==> src/rtl/anim_seq_pkg.sv <==
// Shared encodings for the animation state sequencer: mode select, FSM states and direction.
package anim_seq_pkg;

    localparam logic [1:0] MODE_LOOP     = 2'b00;
    localparam logic [1:0] MODE_PINGPONG = 2'b01;
    localparam logic [1:0] MODE_ONESHOT  = 2'b10;
    localparam logic [1:0] MODE_HOLD     = 2'b11;

    localparam logic [1:0] ST_IDLE = 2'd0;
    localparam logic [1:0] ST_RUN  = 2'd1;
    localparam logic [1:0] ST_DONE = 2'd2;

    localparam logic DIR_UP   = 1'b0;
    localparam logic DIR_DOWN = 1'b1;

endpackage

==> src/rtl/anim_state_sequencer_tick_prescaler.sv <==
// Frame-tick prescaler: counts while en is high, issues a one-cycle tick every TICK_DIV cycles.
module tick_prescaler
    import anim_seq_pkg::*;
#(
    parameter int unsigned TICK_DIV = 6250000,
    parameter int unsigned DIV_W    = 23
) (
    input  logic clk,
    input  logic rst,
    input  logic en,
    input  logic clr,
    output logic tick
);

    localparam logic [DIV_W-1:0] CNT_LAST = DIV_W'(TICK_DIV - 1);

    logic [DIV_W-1:0] div_cnt;

    // A clear takes precedence, so no tick can escape in the cycle the counter is being reset.
    assign tick = en && !clr && (div_cnt == CNT_LAST);

    always_ff @(posedge clk or negedge rst) begin
        if (!rst) begin
            div_cnt <= '0;
        end else if (clr) begin
            div_cnt <= '0;
        end else if (en) begin
            div_cnt <= tick ? '0 : div_cnt + 1'b1;
        end
    end

endmodule

==> src/rtl/anim_state_sequencer.sv <==
// Animation frame-state sequencer (loop / ping-pong / one-shot / hold) with LED indicator.
// Define ANIM_SEQ_LED_BAR_EN to turn the one-hot LED indicator into a thermometer bar.
module anim_state_sequencer
    import anim_seq_pkg::*;
#(
    parameter int unsigned NUM_STATES = 8,
    parameter int unsigned STATE_W    = 4,
    parameter int unsigned LED_W      = 16,
    parameter int unsigned TICK_DIV   = 6250000,
    parameter int unsigned DIV_W      = 23
) (
    input  logic               clk,
    input  logic               rst,
    input  logic               enable,
    input  logic [1:0]         mode,
    input  logic               restart,
    input  logic               step,
    output logic [STATE_W-1:0] state,
    output logic [LED_W-1:0]   led,
    output logic               wrap,
    output logic               done
);

    localparam logic [STATE_W-1:0] S_ONE  = STATE_W'(1);
    localparam logic [STATE_W-1:0] S_LAST = STATE_W'(NUM_STATES);

    logic [1:0] fsm;
    logic       dir;
    logic       tick;
    logic       pre_en;
    logic       pre_clr;
    logic       advance;

    assign pre_en  = (fsm == ST_RUN) && enable;
    assign pre_clr = restart || ((fsm == ST_IDLE) && enable);
    assign advance = tick || (step && !enable && (fsm == ST_RUN));

    tick_prescaler #(
        .TICK_DIV (TICK_DIV),
        .DIV_W    (DIV_W)
    ) u_prescaler (
        .clk  (clk),
        .rst  (rst),
        .en   (pre_en),
        .clr  (pre_clr),
        .tick (tick)
    );

    always_ff @(posedge clk or negedge rst) begin
        if (!rst) begin
            fsm   <= ST_IDLE;
            state <= '0;
            dir   <= DIR_UP;
            wrap  <= 1'b0;
            done  <= 1'b0;
        end else begin
            wrap <= 1'b0;
            done <= 1'b0;
            if (restart) begin
                fsm   <= ST_RUN;
                state <= S_ONE;
                dir   <= DIR_UP;
            end else begin
                case (fsm)
                    ST_IDLE: begin
                        if (enable) begin
                            fsm   <= ST_RUN;
                            state <= S_ONE;
                        end
                    end
                    ST_RUN: begin
                        if (advance) begin
                            case (mode)
                                MODE_LOOP: begin
                                    dir <= DIR_UP;
                                    if (state == S_LAST) begin
                                        state <= S_ONE;
                                        wrap  <= 1'b1;
                                    end else begin
                                        state <= state + S_ONE;
                                    end
                                end
                                MODE_PINGPONG: begin
                                    if (dir == DIR_UP) begin
                                        if (state == S_LAST) begin
                                            dir   <= DIR_DOWN;
                                            state <= state - S_ONE;
                                        end else begin
                                            state <= state + S_ONE;
                                        end
                                    end else if (state == S_ONE) begin
                                        dir   <= DIR_UP;
                                        state <= state + S_ONE;
                                        wrap  <= 1'b1;
                                    end else begin
                                        state <= state - S_ONE;
                                    end
                                end
                                MODE_ONESHOT: begin
                                    if (state == S_LAST) begin
                                        fsm  <= ST_DONE;
                                        done <= 1'b1;
                                    end else begin
                                        state <= state + S_ONE;
                                    end
                                end
                                default: ;
                            endcase
                        end
                    end
                    default: ;
                endcase
            end
        end
    end

    // Bit i is lit when i + state reaches LED_W, avoiding any underflow in LED_W - state.
    always_comb begin
        int unsigned s;
        led = '0;
        s   = 32'(state);
        for (int unsigned i = 0; i < LED_W; i++) begin
`ifdef ANIM_SEQ_LED_BAR_EN
            led[i] = (s != 0) && (i + s >= LED_W);
`else
            led[i] = (s != 0) && (i + s == LED_W);
`endif
        end
    end

endmodule

==> config.mk <==
export PLATFORM = sky130hd
export DESIGN_NAME = anim_state_sequencer
export DESIGN_NICKNAME = d
export VERILOG_FILES = /design/src/rtl/anim_seq_pkg.sv /design/src/rtl/anim_state_sequencer_tick_prescaler.sv /design/src/rtl/anim_state_sequencer.sv
export SDC_FILE = /design/constraint.sdc
export NUM_CORES = 1
export LEC_CHECK = 0
export ABC_CLOCK_PERIOD_IN_PS = 3700
export CORE_UTILIZATION = 60
export CTS_CLUSTER_SIZE = 12
export DETAILED_ROUTE_END_ITERATION = 12
export PLACE_DENSITY_LB_ADDON = 0.2
export SETUP_SLACK_MARGIN = 0.02
export SYNTH_ARGS = -nofsm -noshare
export SYNTH_HDL_FRONTEND = slang
export SYNTH_SLANG_ARGS = --single-unit
==> constraint.sdc <==
create_clock -name clk -period 3.7 [get_ports clk]
set_clock_uncertainty 0.1 [all_clocks]
set_input_delay 0.925 -clock clk [delete_from_list [all_inputs] [get_ports clk]]
set_output_delay 0.925 -clock clk [all_outputs]
set_load 0.005 [all_outputs]
Word level (Yosys, flattened, before mapping)
Index checks and enable logic that the tools add are counted. W data, S select, Z words.

Register bits: 32. Input port bits: 7. Output and inout bits: 22. Logic and storage cells: 123.

Add/subtract/negate cells: 18. Eq/ne operators: 27. Muxes and demuxes: 36. Reduce and logical (&&, ||, !) cells: 36.

Operator list (number): $eq A5 B5 Y1 const B (15); $mux W23 (3); $add A4 B4 Y5 const A (8); $mux W4 (8); $add A23 B1 Y23 const B (1); $eq A23 B23 Y1 const B (1); $logic_and A1 B1 Y1 (21); $add A3 B4 Y5 const A (4); $mux W1 (15); $pmux W4 S3 (1); $add A2 B4 Y5 const A (2); $mux W2 (5); $reduce_and A5 Y1 (2); $pmux W4 S2 (1); $ne A3 B2 Y1 const B (2); $ne A3 B3 Y1 const B (2); $reduce_bool A2 Y1 (3); $reduce_bool A3 Y1 (2); $add A1 B4 Y5 const A (1); $ne A5 B2 Y1 const B (1); $add A4 B1 Y4 const B (1); $eq A2 B1 Y1 const B (2); $eq A4 B1 Y1 const B (1); $eq A4 B4 Y1 const B (1); 10 further kinds (14).

Longest topological paths before layout
Depth in word-level cells: 10. Depth in mapped cells: 10. Gate-level depth less buffers: 8.

Cells and area by module
Synthesis repeated with hierarchy kept, for this count alone.

Cell total of the unflattened synthesis: 319. Area total of the unflattened synthesis: 2657.5 sq um.

By module, submodules not included: tick_prescaler (times used 1, cells each 165, area each 1422.6 sq um, sequential area each 575.6 sq um); anim_state_sequencer (times used 1, cells each 154, area each 1234.9 sq um, sequential area each 225.2 sq um).

Least setup slack after synthesis
No wires, ideal clock.

Path kind: reg-to-output. From: register state[2]. To: output port led[14]. Arrival: 1.746 ns. Data required time: 2.675 ns. Setup slack: 0.929 ns. Stages on the path, launching flop included: 9. Buffers on the path: 2. Path through: dfrtp_1 > buf_2 > clkbuf_1 > inv_1 > ha_1 > o21bai_1 > nor2_1 > a21oi_1 > nor3b_1.

Longest elaborated chain between the ends: 3. Elaborated cells on any way between the ends: 4. Classes of those cells: add/sub (1); eq/ne (1); reduce/logical (2).

Ends and longest elaborated chain: start: declaration (line anim_state_sequencer.sv:18) `output logic [STATE_W-1:0] state,`; start signal: assignment (line anim_state_sequencer.sv:80) `state <= state + S_ONE;`; start signal: assignment (line anim_state_sequencer.sv:87) `state <= state - S_ONE;`; start signal: assignment (line anim_state_sequencer.sv:89) `state <= state + S_ONE;`; $add A4 B4 Y5 (line anim_state_sequencer.sv:126) `led[i] = (s != 0) && (i + s == LED_W);`; $eq A5 B5 Y1 (line anim_state_sequencer.sv:126); $logic_and A1 B1 Y1 * (line anim_state_sequencer.sv:126); end: declaration (line anim_state_sequencer.sv:19) `output logic [LED_W-1:0] led,`.

Every way passes the cells marked *; elsewhere a longest branch is shown, timed or not.

Final worst setup path
From: register state[1]. To: output port led[2].

Longest elaborated chain between the ends: 3. Elaborated cells on any way between the ends: 4. Classes of those cells: add/sub (1); eq/ne (1); reduce/logical (2).

Ends and longest elaborated chain (line): $add A2 B4 Y5 (anim_state_sequencer.sv:126); $eq A5 B5 Y1 (anim_state_sequencer.sv:126); $logic_and A1 B1 Y1 * (anim_state_sequencer.sv:126).

Marked as above.

==> results.sh <==
export IMPL_setup_tns_ns=0
export IMPL_routed_via_density=6.37
export IMPL_clk_path_buf_depth=2
export IMPL_drt_pass1_iterations=4
export IMPL_fp_row_count=23
export IMPL_dpl_cell_area_sq_mm=0.00285
export IMPL_antenna_found_initial=0
export IMPL_port_buffers=27
export IMPL_synth_seq_area_share_pct=31.2
export IMPL_grt_pass1_wl_um=9720
export IMPL_tightest_slew_ns=0.662
export IMPL_cts_setup_buffers=0
export IMPL_overflow=0
export IMPL_critical_path_max_stage_delay_ns=0.56
export IMPL_crit_family="buffers and inverters"
export IMPL_initial_core_util_pct=63.3
export IMPL_cp_data_required_time_ns=2.67
export IMPL_dieArea_sq_mm=0.00455
export IMPL_yosysUniqueCellTypes=61
export IMPL_die_w_um=67.4
export IMPL_area_growth_pct=14.5
export IMPL_yosysTopAreaCell="dfrtp_1"
export IMPL_htree_levels=2
export IMPL_wl_per_cell_um=15.3
export IMPL_setup_viol=0
export IMPL_start_kind="register"
export IMPL_place_gp_congestion=0.902
export IMPL_path_buf_inv=2
export IMPL_track_usage_pct=28.0
export IMPL_syn_area_sq_mm=0.00257
export IMPL_fin_crit_sh_pct=94.6
export IMPL_cp_end_kind="output port"
export IMPL_ir_drop_mv=0.236
export IMPL_yosys_warnings=0
export IMPL_routed_via_count=2446
export IMPL_cts_root_buf="clkbuf_8"
export IMPL_clock_latency_ns=0.28
export IMPL_drive_gt1_share_pct=8.38
export IMPL_synth_edf_count=0
export IMPL_relSlewSlack_pct=55.8
export IMPL_crit_path_cell_trace="inv_1, ha_1, nand2b_1, o21ai_0, nor4_1, clkdlybuf4s50_1"
export IMPL_final_min_clock_period_ns=3.50
export IMPL_yosys_register_bits=32
export IMPL_power_density_mw_per_mm2=284
export IMPL_seqCellArea_sq_um=802
export IMPL_synth_cells=314
export IMPL_status="completed"
export IMPL_slowest_stage="clkdlybuf4s50_1"
export IMPL_power_total_w=0.000836
export IMPL_layout_common_cells="o21ai_0 (34), dfrtp_1 (31), nand2_1 (29), clkdlybuf4s50_1 (27), nor2_1 (24)"
export IMPL_ys_flop_type="dfrtp_1"
export IMPL_drt_iter0_drc=270
export IMPL_utilization_pct=72.5
export IMPL_critical_path_class="register to output port"
export IMPL_wl_um=5870
export IMPL_hpwl_um=4160
export IMPL_grt_max_degree=40
export IMPL_coreArea_sq_mm=0.00406
export IMPL_synth_top_cell_area_share_pct=31.2
export IMPL_fp_dieH_um=67.4
export IMPL_syn_nets=337
export IMPL_hold_slack_ns=0.367
export IMPL_num_antenna_cells=0
export IMPL_arrival_ns=2.47
export IMPL_slew_viol_final=0
export IMPL_num_io_pins=29
export IMPL_ant_nets=0
export IMPL_worstHoldPathType="register to register"
export IMPL_hold_viol_final=0
export IMPL_final_area_sq_mm=0.00294
export IMPL_synthArstFlopShare_pct=100
export IMPL_rsz0062_at_grt="no"
export IMPL_cts_num_sinks=32
export IMPL_multi_input_area_sq_mm=0.00164
export IMPL_layout_commonest_cell="o21ai_0"
export IMPL_layout_nets=357
export IMPL_max_freq_ghz=0.286
export IMPL_max_cap_violations=0
export IMPL_grt_pass1_vias=2136
export IMPL_p_leak_nw=1.17
export IMPL_drc=0
export IMPL_cts_buffers=5
export IMPL_crit_path_max_fanout=10
export IMPL_synth_area_leaders="dfrtp_1 (31%), ha_1 (7.8%), o21ai_0 (6.6%)"
export IMPL_cts_tree="built"
export IMPL_clk_pin_slew_ns=0.06
export IMPL_syn_avg_cell_area_sq_um=8.18
export IMPL_nFillCells=326
what timing repair did:
action / in CTS / in global routing
endpoints found under the hold margin: 0 / 0
hold buffers: 0 / 0
setup endpoints to repair: 0 / 3
resized for setup: 0 / 1
registers in the layout (all words and copies together) (netlist names):
register	cells
wrap	1
state	4
u_prescaler.div_cnt	23
dir	1
fsm	2
done	1
path summary, 6_finish.rpt:
check / from / to / slack (ns) / depth (start not counted)
max: state[1]$_DFFE_PN0P_ / led[2] / 0.20 / 6
min: u_prescaler.div_cnt[22]$_DFFE_PN0P_ / u_prescaler.div_cnt[22]$_DFFE_PN0P_ / 0.37 / 1
max reg2reg: state[1]$_DFFE_PN0P_ / state[2]$_DFFE_PN0P_ / 1.27 / 8
min reg2reg: u_prescaler.div_cnt[22]$_DFFE_PN0P_ / u_prescaler.div_cnt[22]$_DFFE_PN0P_ / 0.37 / 1
max in group asynchronous: rst / state[1]$_DFFE_PN0P_ / 2.26 / 2
min in group asynchronous: rst / u_prescaler.div_cnt[18]$_DFFE_PN0P_ / 0.93 / 2
Yosys cell counts, types with 3 or more instances:
cell / count
clkbuf_1: 9
dfrtp_1: 32
nor2b_1: 9
nor3_1: 11
nor2_1: 24
and3_1: 6
a21oi_1: 19
ha_1: 16
buf_2: 7
o21ai_0: 34
a22oi_1: 3
nand2b_1: 11
and2_1: 3
o41ai_1: 3
a31oi_1: 6
nand4_1: 6
nand3_1: 10
and4_1: 4
o31ai_1: 14
inv_1: 9
nand2_1: 29
cell type report:
| class | instances | share of cell area, % |
|---|---|---|
| clock buffers | 7 | 3.27 |
| inverters | 10 | 1.28 |
| multi-input cells | 254 | 55.9 |
| flip-flops and latches | 32 | 27.3 |
| well taps | 50 | 2.13 |
| repair buffers | 31 | 10.2 |
metal layers:
layer | global-route usage (%) | up-vias | share of wire (%)
li1 | - | 1193 | -
met2 | 44.4 | 94 | 44
met3 | 5.41 | 9 | 6.5
met1 | 39.0 | 1150 | 48
met4 | 6.91 | 0 | 0.90
met5 | 0 | - | 0
cells by family after synthesis:
| logic type | after synthesis | share of synthesized area (%) |
|---|---|---|
| simple gates | 134 | 30.3 |
| buf+inv | 28 | 4.87 |
| fa+ha+maj | 16 | 7.79 |
| other cells | 1 | 0.146 |
| flops | 32 | 31.2 |
| compound gates | 100 | 24.6 |
| xor+xnor | 2 | 0.682 |
| mux | 1 | 0.438 |
through the flow:
stage,setup WS (ns),instances
global route,0.0410,384
CTS,0.0626,384
global placement,0.545,377
floorplan,0.929,314
finish,0.201,384
detailed placement,0.355,377
power breakdown:
part | internal [W] | switching (W)
Sequential | 0.000355 | 0.0000104
Combinational | 0.0000788 | 0.000103
Clock | 0.000166 | 0.000123
Total | 0.000600 | 0.000237
Note: power is estimated with default switching activity, not from simulation.
